[src/rtl/corner_stabilizer.sv]
// corner_stabilizer
//   Turns the per-frame corner finder output into a steady set of corner
//   addresses for the warp/overlay stage.
//   Processing happens once per frame:
//   - lock acquisition over LOCK_FRAMES consecutive successful frames;
//   - per-coordinate IIR smoothing, with large jumps snapped straight to the input;
//   - coasting on the last published corners for up to MAX_MISS missed frames;
//   - falling back to the full-frame default corners after that.
//
// Ports
//   i_clk, i_rst_n        clock, asynchronous active-low reset
//   i_frame_valid         frame-done level; only its rising edge starts a frame
//   i_success             the finder saw enough foreground in this frame
//   i_{ul,ur,dl,dr}_addr  raw corners, {row[19:10], col[9:0]}
//   o_{ul,ur,dl,dr}_addr  stabilised corners, same format
//   o_locked              tracking locked (held while coasting)
//   o_update              one-cycle pulse in the cycle the o_*_addr values are refreshed
module corner_stabilizer #(
    parameter int ALPHA_SHIFT = 2,
    parameter int JUMP_TH     = 64,
    parameter int LOCK_FRAMES = 2,
    parameter int MAX_MISS    = 8,
    parameter int ROW_MAX     = 599,
    parameter int COL_MAX     = 799
) (
    input  logic        i_clk,
    input  logic        i_rst_n,
    input  logic        i_frame_valid,
    input  logic        i_success,
    input  logic [19:0] i_ul_addr,
    input  logic [19:0] i_ur_addr,
    input  logic [19:0] i_dl_addr,
    input  logic [19:0] i_dr_addr,
    output logic [19:0] o_ul_addr,
    output logic [19:0] o_ur_addr,
    output logic [19:0] o_dl_addr,
    output logic [19:0] o_dr_addr,
    output logic        o_locked,
    output logic        o_update
);

    typedef enum logic [1:0] {P_IDLE, P_CALC, P_COMMIT} proc_state_t;
    typedef enum logic [1:0] {UNLOCK, ACQ, LOCKED} track_state_t;

    localparam logic [9:0]         ROW_LAST = 10'(ROW_MAX);
    localparam logic [9:0]         COL_LAST = 10'(COL_MAX);
    localparam logic signed [10:0] JUMP_LIM = 11'(JUMP_TH);
    localparam logic [3:0]         LOCK_CNT = 4'(LOCK_FRAMES);
    localparam logic [3:0]         MISS_CNT = 4'(MAX_MISS);

    localparam logic [19:0] DEF_UL = {10'd0, 10'd0};
    localparam logic [19:0] DEF_UR = {10'd0, COL_LAST};
    localparam logic [19:0] DEF_DL = {ROW_LAST, 10'd0};
    localparam logic [19:0] DEF_DR = {ROW_LAST, COL_LAST};

    // Working coordinates, slot k in processing order:
    // 0 ul.row, 1 ul.col, 2 ur.row, 3 ur.col, 4 dl.row, 5 dl.col, 6 dr.row, 7 dr.col
    localparam logic [7:0][9:0] DEF_WORK =
        {COL_LAST, ROW_LAST, 10'd0, ROW_LAST, COL_LAST, 10'd0, 10'd0, 10'd0};

    // One coordinate step: snap on large jumps (or when snapping is forced),
    // otherwise move a 1/2^ALPHA_SHIFT fraction of the way, at least one unit.
    // The step never overshoots the input, so the 10-bit result stays in range.
    function automatic logic [9:0] filter_coord(input logic [9:0] in_v,
                                                input logic [9:0] work_v,
                                                input logic       snap);
        logic signed [10:0] d;
        logic signed [10:0] mag;
        logic signed [10:0] s;
        d   = $signed({1'b0, in_v}) - $signed({1'b0, work_v});
        mag = d[10] ? -d : d;
        if (snap || (mag >= JUMP_LIM)) begin
            return in_v;
        end
        s = d >>> ALPHA_SHIFT;
        if ((s == 11'sd0) && (d != 11'sd0)) begin
            s = d[10] ? -11'sd1 : 11'sd1;
        end
        return work_v + s[9:0];
    endfunction

    proc_state_t      proc_state;
    track_state_t     track_state;
    logic [2:0]       coord_idx;
    logic             frame_valid_d;
    logic [3:0]       acq_cnt;
    logic [3:0]       miss_cnt;
    logic [7:0][9:0]  work;

    logic [3:0][19:0] cap_addr;
    logic             cap_success;

    logic             frame_accept;
    logic [19:0]      cap_sel;
    logic [9:0]       coord_in;
    logic [9:0]       coord_new;
    logic [19:0]      work_ul;
    logic [19:0]      work_ur;
    logic [19:0]      work_dl;
    logic [19:0]      work_dr;

    // Rising edges that arrive while a frame is still in flight are ignored.
    assign frame_accept = i_frame_valid && !frame_valid_d && (proc_state == P_IDLE);

    assign work_ul = {work[0], work[1]};
    assign work_ur = {work[2], work[3]};
    assign work_dl = {work[4], work[5]};
    assign work_dr = {work[6], work[7]};

    // Frame capture: held stable for the whole calculation.
    always_ff @(posedge i_clk) begin
        if (frame_accept) begin
            cap_addr    <= {i_dr_addr, i_dl_addr, i_ur_addr, i_ul_addr};
            cap_success <= i_success;
        end
    end

    // Shared datapath: one coordinate per P_CALC cycle. Until locked, every
    // coordinate snaps to the input.
    always_comb begin
        cap_sel   = cap_addr[coord_idx[2:1]];
        coord_in  = coord_idx[0] ? cap_sel[9:0] : cap_sel[19:10];
        coord_new = filter_coord(coord_in, work[coord_idx], track_state != LOCKED);
    end

    always_ff @(posedge i_clk or negedge i_rst_n) begin
        if (!i_rst_n) begin
            proc_state    <= P_IDLE;
            track_state   <= UNLOCK;
            coord_idx     <= 3'd0;
            frame_valid_d <= 1'b0;
            acq_cnt       <= 4'd0;
            miss_cnt      <= 4'd0;
            work          <= DEF_WORK;
            o_ul_addr     <= DEF_UL;
            o_ur_addr     <= DEF_UR;
            o_dl_addr     <= DEF_DL;
            o_dr_addr     <= DEF_DR;
            o_locked      <= 1'b0;
            o_update      <= 1'b0;
        end else begin
            frame_valid_d <= i_frame_valid;
            o_update      <= 1'b0;

            case (proc_state)
                P_IDLE: begin
                    if (frame_accept) begin
                        proc_state <= P_CALC;
                        coord_idx  <= 3'd0;
                    end
                end

                // A missed frame leaves the working set untouched so that
                // coasting resumes filtering from the last good corners.
                P_CALC: begin
                    if (cap_success) begin
                        work[coord_idx] <= coord_new;
                    end
                    coord_idx <= coord_idx + 3'd1;
                    if (coord_idx == 3'd7) begin
                        proc_state <= P_COMMIT;
                    end
                end

                P_COMMIT: begin
                    proc_state <= P_IDLE;
                    case (track_state)
                        UNLOCK: begin
                            if (cap_success) begin
                                if (LOCK_CNT == 4'd1) begin
                                    track_state <= LOCKED;
                                    acq_cnt     <= 4'd0;
                                    miss_cnt    <= 4'd0;
                                    o_ul_addr   <= work_ul;
                                    o_ur_addr   <= work_ur;
                                    o_dl_addr   <= work_dl;
                                    o_dr_addr   <= work_dr;
                                    o_locked    <= 1'b1;
                                    o_update    <= 1'b1;
                                end else begin
                                    track_state <= ACQ;
                                    acq_cnt     <= 4'd1;
                                end
                            end
                        end

                        ACQ: begin
                            if (!cap_success) begin
                                track_state <= UNLOCK;
                                acq_cnt     <= 4'd0;
                            end else if (acq_cnt + 4'd1 == LOCK_CNT) begin
                                track_state <= LOCKED;
                                acq_cnt     <= 4'd0;
                                miss_cnt    <= 4'd0;
                                o_ul_addr   <= work_ul;
                                o_ur_addr   <= work_ur;
                                o_dl_addr   <= work_dl;
                                o_dr_addr   <= work_dr;
                                o_locked    <= 1'b1;
                                o_update    <= 1'b1;
                            end else begin
                                acq_cnt <= acq_cnt + 4'd1;
                            end
                        end

                        LOCKED: begin
                            if (cap_success) begin
                                miss_cnt  <= 4'd0;
                                o_ul_addr <= work_ul;
                                o_ur_addr <= work_ur;
                                o_dl_addr <= work_dl;
                                o_dr_addr <= work_dr;
                                o_update  <= 1'b1;
                            end else if (miss_cnt + 4'd1 == MISS_CNT) begin
                                // Coasting budget exhausted: fall back to the full frame.
                                track_state <= UNLOCK;
                                miss_cnt    <= 4'd0;
                                work        <= DEF_WORK;
                                o_ul_addr   <= DEF_UL;
                                o_ur_addr   <= DEF_UR;
                                o_dl_addr   <= DEF_DL;
                                o_dr_addr   <= DEF_DR;
                                o_locked    <= 1'b0;
                                o_update    <= 1'b1;
                            end else begin
                                miss_cnt <= miss_cnt + 4'd1;
                            end
                        end

                        default: begin
                            track_state <= UNLOCK;
                        end
                    endcase
                end

                default: begin
                    proc_state <= P_IDLE;
                end
            endcase
        end
    end

endmodule

[config.mk]
export PLATFORM = sky130hd
export DESIGN_NAME = corner_stabilizer
export DESIGN_NICKNAME = d
export VERILOG_FILES = /design/src/rtl/corner_stabilizer.sv
export SDC_FILE = /design/constraint.sdc
export NUM_CORES = 1
export LEC_CHECK = 0
export BUFFER_PORTS_ARGS = -buffer_cell sky130_fd_sc_hd__buf_2
export CAP_MARGIN = 20
export CORE_MARGIN = 2
export CORE_UTILIZATION = 50
export DETAILED_ROUTE_END_ITERATION = 10
export GPL_TIMING_DRIVEN = 1
export PLACE_DENSITY = 0.78
export SYNTH_ARGS = -nofsm -noshare
export SYNTH_HDL_FRONTEND = slang
export SYNTH_SLANG_ARGS = --single-unit
export TNS_END_PERCENT = 5
[constraint.sdc]
create_clock -name i_clk -period 13.5 [get_ports i_clk]
set_input_delay 0 -clock i_clk [delete_from_list [all_inputs] [get_ports i_clk]]
set_output_delay 0 -clock i_clk [all_outputs]
set_load 0.01 [all_outputs]
* Word-level counts from Yosys, hierarchy flattened
Cells that the tools add are included.
Word-level totals: flip-flop bits (word level) 259, latch bits 0, RAM bits 0, memory bits (read-only) 0, input port bits 84, output and inout port bits 82, word-level logic and storage cells 149, memories 0
Operators by class: add/sub/neg operators 6, multipliers 0, div/mod/pow operators 0, magnitude comparators 4, eq/ne operators 21, shift operators 0, multiplexer cells 71, bitwise operators 0, reduce and logical (&&, ||, !) cells 22
Operators with widths (count):
- $mux W20 | 17
- $mux W80 | 4
- $pmux W20 S2 | 4
- $pmux W80 S2 | 1
- $bwmux W80 | 1
- $mux W10 | 8
- $bmux W20 S2 | 1
- $bmux W10 S3 | 1
- $demux W10 S3 | 1
- $mux W4 | 7
- $ne A2 B2 Y1 const B | 12
- $pmux W4 S2 | 2
- $reduce_and A5 Y1 | 3
- $mux W2 | 7
- $ge A11 B8 Y1 const B | 1
- $logic_not A11 Y1 | 1
- $mux W11 | 1
- $neg A11 Y11 | 1
- $reduce_bool A11 Y1 | 1
- $sub A10 B10 Y11 | 1
- $add A10 B10 Y10 | 1
- $mux W1 | 10
- $add A4 B1 Y4 const B | 2
- $reduce_bool A2 Y1 | 4
- other kinds (23) | 32

* Longest topological paths before layout
word-level depth 15, depth in mapped cells 26, depth with buffers taken out 24

* Worst setup path after synthesis
Ideal clock, no wire load.
kind reg2reg, start reg coord_idx[0], end reg work[19] (netlist bit), setup time 122 ps, data arrival time 5782 ps, data required time 13378 ps, setup slack 7597 ps, cell stages (with the launch flop) 26, path buffers 3, clock period less this slack 5903 ps, path through dfrtp_1 > buf_1 > clkbuf_1 > clkbuf_1 > a31oi_1 > nor2_1 > a221o_1 > ha_1 > inv_1 > fa_1 > a21o_1 > a221oi_4 > o21ai_0 > a31oi_1 > nor2_1 > a41o_1 > ha_1 > a21o_1 > a21oi_1 > nor2b_1 > o21a_1 > o41ai_1 > o21ai_0 > xnor2_1 > mux2_4 > a32o_1
On the way: word-level cells in the longest chain between the ends 12, elaborated cells between the ends (all ways) 26, classes of those cells add/sub: 3; order compare: 3; mux: 15; reduce/logical: 5
RTL lines:
- from (decl) | line 84 | logic [2:0] coord_idx;
- from (signal assigned) | line 159 | coord_idx <= coord_idx + 3'd1;
- $bmux W10 S3 | line 123 | coord_new = filter_coord(coord_in, work[coord_idx], track_state != LOCKED);
- $mux W10 (not written as such) | line 123
- $sub A10 B10 Y11 | line 70 | d = $signed({1'b0, in_v}) - $signed({1'b0, work_v});
- $neg A11 Y11, or another cell as far along | line 71 | mag = d[10] ? -d : d;
- $mux W11 or $logic_and A1 B1 Y1 (tied branches) | line 71, 76
- $ge A11 B8 Y1 or $mux W10 (tied branches) | line 72, 76
- $logic_or A1 B1 Y1 or $mux W10 (tied branches) | line 72, 75
- $mux W1 or $add A10 B10 Y10 (tied branches) | line 72, 79
- $mux W10 | line 75 | s = d >>> ALPHA_SHIFT;
- $bwmux W80 (*) | line 157 | work[coord_idx] <= coord_new;
- $mux W80 (*) | line 156 | if (cap_success) begin
- $pmux W80 S2 (*) | line 145 | case (proc_state)
- to (signal, indexed assignment) | line 157
- to (decl) | line 88 | logic [7:0][9:0] work;
Every way passes the cells marked *; elsewhere a longest branch is shown, timed or not. The select of a mux whose other input is x is not followed. A chain may end at the register's enable or synchronous reset.

* Worst setup path after layout
start reg coord_idx[1], end reg work[36] (netlist bit)
On the way: word-level cells in the longest chain between the ends 13, elaborated cells between the ends (all ways) 28, classes of those cells add/sub: 3; order compare: 3; mux: 17; reduce/logical: 5
RTL lines:
- $bmux W20 S2 | line 121 | cap_sel = cap_addr[coord_idx[2:1]];
- $mux W20 (not written as such) | line 121
- $mux W10 | line 122 | coord_in = coord_idx[0] ? cap_sel[9:0] : cap_sel[19:10];
- $sub A10 B10 Y11 | line 70
- $neg A11 Y11, or another cell as far along | line 71
- $mux W11 or $logic_and A1 B1 Y1 (tied branches) | line 71, 76
- $ge A11 B8 Y1 or $mux W10 (tied branches) | line 72, 76
- $logic_or A1 B1 Y1 or $mux W10 (tied branches) | line 72, 75
- $mux W1 or $add A10 B10 Y10 (tied branches) | line 72, 79
- $mux W10 | line 75
- $bwmux W80 (*) | line 157
- $mux W80 (*) | line 156
- $pmux W80 S2 (*) | line 145
Marked as above.

==> results.sh <==
export IMPL_netlist_area_pre_place_mm2=0.0117
export IMPL_irDropWorstVdd_mv=0.249
export IMPL_fin_skew_ns=0.0137
export IMPL_synth_seq_area_share_pct=59.5
export IMPL_clock_tree_htree_level_count=1
export IMPL_rsz_0062_raised_after_global_routing="no"
export IMPL_diodes=0
export IMPL_layout_drive_gt1_share_pct=27.2
export IMPL_place_area_mm2=0.0128
export IMPL_port_buffers=165
export IMPL_run_status="finished, final reports clean"
export IMPL_area_growth_synth_to_final_pct=24.6
export IMPL_drt_vias_per_instance=5.85
export IMPL_numClockSinks=259
export IMPL_insertion_delay_ns=0.54
export IMPL_drcViolationCount=0
export IMPL_worst_ep_arrival_time_ns=6.97
export IMPL_floorplan_io_pins=166
export IMPL_max_slew_worst_pin_slew_ns=0.973
export IMPL_fp_dieArea_mm2=0.0246
export IMPL_cts_clk_slew_worst_paths_ns=0.06
export IMPL_total_global_route_track_usage_pct=25.2
export IMPL_setup_total_negative_slack_ns=0
export IMPL_setup_worst_path_start_class="flop"
export IMPL_ctsHoldBuffers=83
export IMPL_timing_max_slew_rel_slack_pct=33.3
export IMPL_dp_final_hpwl_um=19500
export IMPL_worst_setup_path_end_kind="flop"
export IMPL_worst_hold_path_type="in2reg"
export IMPL_startpoint="coord_idx[1]"
export IMPL_first_global_vias=8941
export IMPL_initial_antenna_violation_count=0
export IMPL_route_final_wire_length_um=30700
export IMPL_fp_row_count=55
export IMPL_postSynth_asyncResetShare_pct=68.7
export IMPL_cellLeakagePower_uw=0.00646
export IMPL_synth_enable_flop_cells=81
export IMPL_global_placer_s_final_weighted_congestion=0.915
export IMPL_postCtsResizedCells=0
export IMPL_synth_cells=933
export IMPL_path_class="reg2reg"
export IMPL_vias=8831
export IMPL_drtPass1Iterations=8
export IMPL_core_mm2=0.0228
export IMPL_maxSlewViolCount=0
export IMPL_timing_hold_worst_start="i_frame_valid"
export IMPL_tritoncts="built"
export IMPL_dieWidth_um=157
export IMPL_residual_antenna_violating_net_count_after_detailed_routing=0
export IMPL_cts_setup_buffers=0
export IMPL_nets=1292
export IMPL_floorplan_die_height_um=157
export IMPL_wl_per_cell_um=20.3
export IMPL_max_cap_viols=0
export IMPL_timing_critical_path_required_ns=13.89
export IMPL_yosysUniqueCellTypes=67
export IMPL_cts_made_buffers=27
export IMPL_clockBufferDepth=3
export IMPL_grt_max_degree=110
export IMPL_clock_root_buffer="clkbuf_16"
export IMPL_final_setup_violation_count=0
export IMPL_final_min_period_over_clock_period_pct=48.8
export IMPL_avgSynthCellArea_um2=12.5
export IMPL_stdcell_area_mm2=0.0145
export IMPL_starting_density_pct=51.2
export IMPL_fmaxAchievable_ghz=0.152
export IMPL_synth_ff_type="dfrtp_1"
export IMPL_synthesis_nets=1048
export IMPL_gr_total_overflow=0
export IMPL_power_per_cell_area_mw_per_mm2=282
export IMPL_timing_rr_start="coord_idx[1]"
export IMPL_finalHoldViolations=0
export IMPL_whs_ns=0.143
export IMPL_crit_path_max_fanout=31
export IMPL_timing_final_crit_period_ns=6.58
export IMPL_dr_first_iter_drc_count=872
export IMPL_wire_length_of_the_first_global_routing_pass_um=48000
export IMPL_synth_seq_cells=259
export IMPL_yosysWarningCount=0
## cell usage after synthesis, drive strengths merged, types with 4 or more instances
master,instances,share of area [%]
dfrtp,126,27
nand2,124,4.0
edfxtp,81,21
o21ai,81,3.5
a22o,57,4.3
dfstp,52,12
nor2,45,1.4
a21oi,44,1.9
mux4,34,6.6
clkbuf,30,0.96
o22a,30,2.3
ha,29,3.1
inv,24,0.77
mux2i,20,1.8
buf,14,0.56
nand3,13,0.56
xnor2,11,0.89
and2,10,0.54
nor3,10,0.43
a211oi,8,0.56
nand2b,8,0.43
xor2,8,0.60
nor2b,7,0.38
a21o,6,0.39
o21a,6,0.39
and3,5,0.31
nand4,4,0.21
## layout by cell type (no fill, tap or decap), drive strengths merged, types with 7 or more instances in the layout
cell type    count
dfrtp          126
dlygate4sd3     83
a22o            57
inv             25
a211oi           8
mux4            34
nand2          124
a21oi           44
edfxtp          81
nand3           13
o22a            30
buf            176
and2            10
nor2            45
nand2b           8
ha              29
clkbuf          40
mux2i           20
o21ai           81
nor3            10
dfstp           52
nor2b            7
xor2             8
xnor2           11
## through the flow
stage                     utilization (%)  setup WS (ns)  power, uW  cells
after floorplan                         -           7.60       2760    933
after global placement               56.3           7.29       3210   1378
after detailed placement             56.3           6.92       3270   1378
after CTS                            63.8           6.91       4050   1510
after global routing                 63.8           6.34       4370   1510
final                                63.8           6.92       4090   1510
## area by class of cell
| type | instances | area [um^2] |
|---|---|---|
| fill | 1701 | 8240 |
| sequential | 259 | 6960 |
| multi-input combinational | 605 | 4460 |
| timing repair buffer | 259 | 1750 |
| clock buffer | 40 | 786 |
| tap | 313 | 392 |
| clock inverter | 9 | 108 |
| inverter | 25 | 95.1 |
## flip-flops by register name, indices dropped and copies added, names as in the netlist
| name | cells |
|---|---|
| cap_addr | 80 |
| work | 80 |
| o_dl_addr | 20 |
| o_dr_addr | 20 |
| o_ul_addr | 20 |
| o_ur_addr | 20 |
| acq_cnt | 4 |
| miss_cnt | 4 |
| coord_idx | 3 |
| proc_state | 2 |
| track_state | 2 |
| cap_success | 1 |
| frame_valid_d | 1 |
| o_locked | 1 |
| o_update | 1 |
## critical path, stage by stage (launching register included)
cell      delay [ns]
dfrtp_2         0.75
buf_4           0.47
inv_1           0.36
nand3_1         0.15
a21oi_1         0.07
a211oi_1        0.36
ha_1            0.42
and3_4          0.21
a221oi_4        0.39
o21ai_0         0.13
a31oi_1         0.45
nor2_1          0.08
a41o_1          0.26
ha_1            0.21
fa_1            0.41
a21o_1          0.19
a21oi_1         0.23
nor2b_1         0.08
o21ai_0         0.22
nand2b_1        0.10
xor2_1          0.14
mux2i_1         0.50
o21ai_0         0.22
## kinds of logic after synthesis
kind of cell,Yosys count,share of synthesized area [%]
XOR/XNOR,19,1.49
AO/OA/AOI/OAI,259,15.3
AND/OR/NAND/NOR,239,9.11
adder cells (fa/ha/maj),31,3.45
multiplexers,57,8.72
flip-flops,259,59.5
buffers and inverters,69,2.33
## final timing paths
path | cells past startpoint | slack (ns) | endpoint
worst min register to register | 1 | 0.50 | o_ul_addr[3]
min in group asynchronous | 2 | 0.17 | o_ul_addr[3]
worst max-delay path | 22 | 6.92 | work[36]
worst max register to register | 22 | 6.92 | work[36]
max in group asynchronous | 3 | 11.85 | coord_idx[0]
worst min-delay path | 2 | 0.14 | frame_valid_d
## metal layers
metal	up-vias	wire length (um)	track usage (%)
li1	3965	-	-
met5	-	0	0
met2	438	14800	42.2
met3	92	2410	4.85
met1	4336	12200	32.7
met4	0	1270	9.65
## report_power, final
part / switching [uW] / leakage, uW / internal [uW] / total (uW)
Sequential: 159 / 0.00297 / 1000 / 1160
Combinational: 1280 / 0.00306 / 909 / 2190
Clock: 305 / 0.000434 / 441 / 746
Total: 1740 / 0.00646 / 2350 / 4090
(Power assumes the default switching activity.)
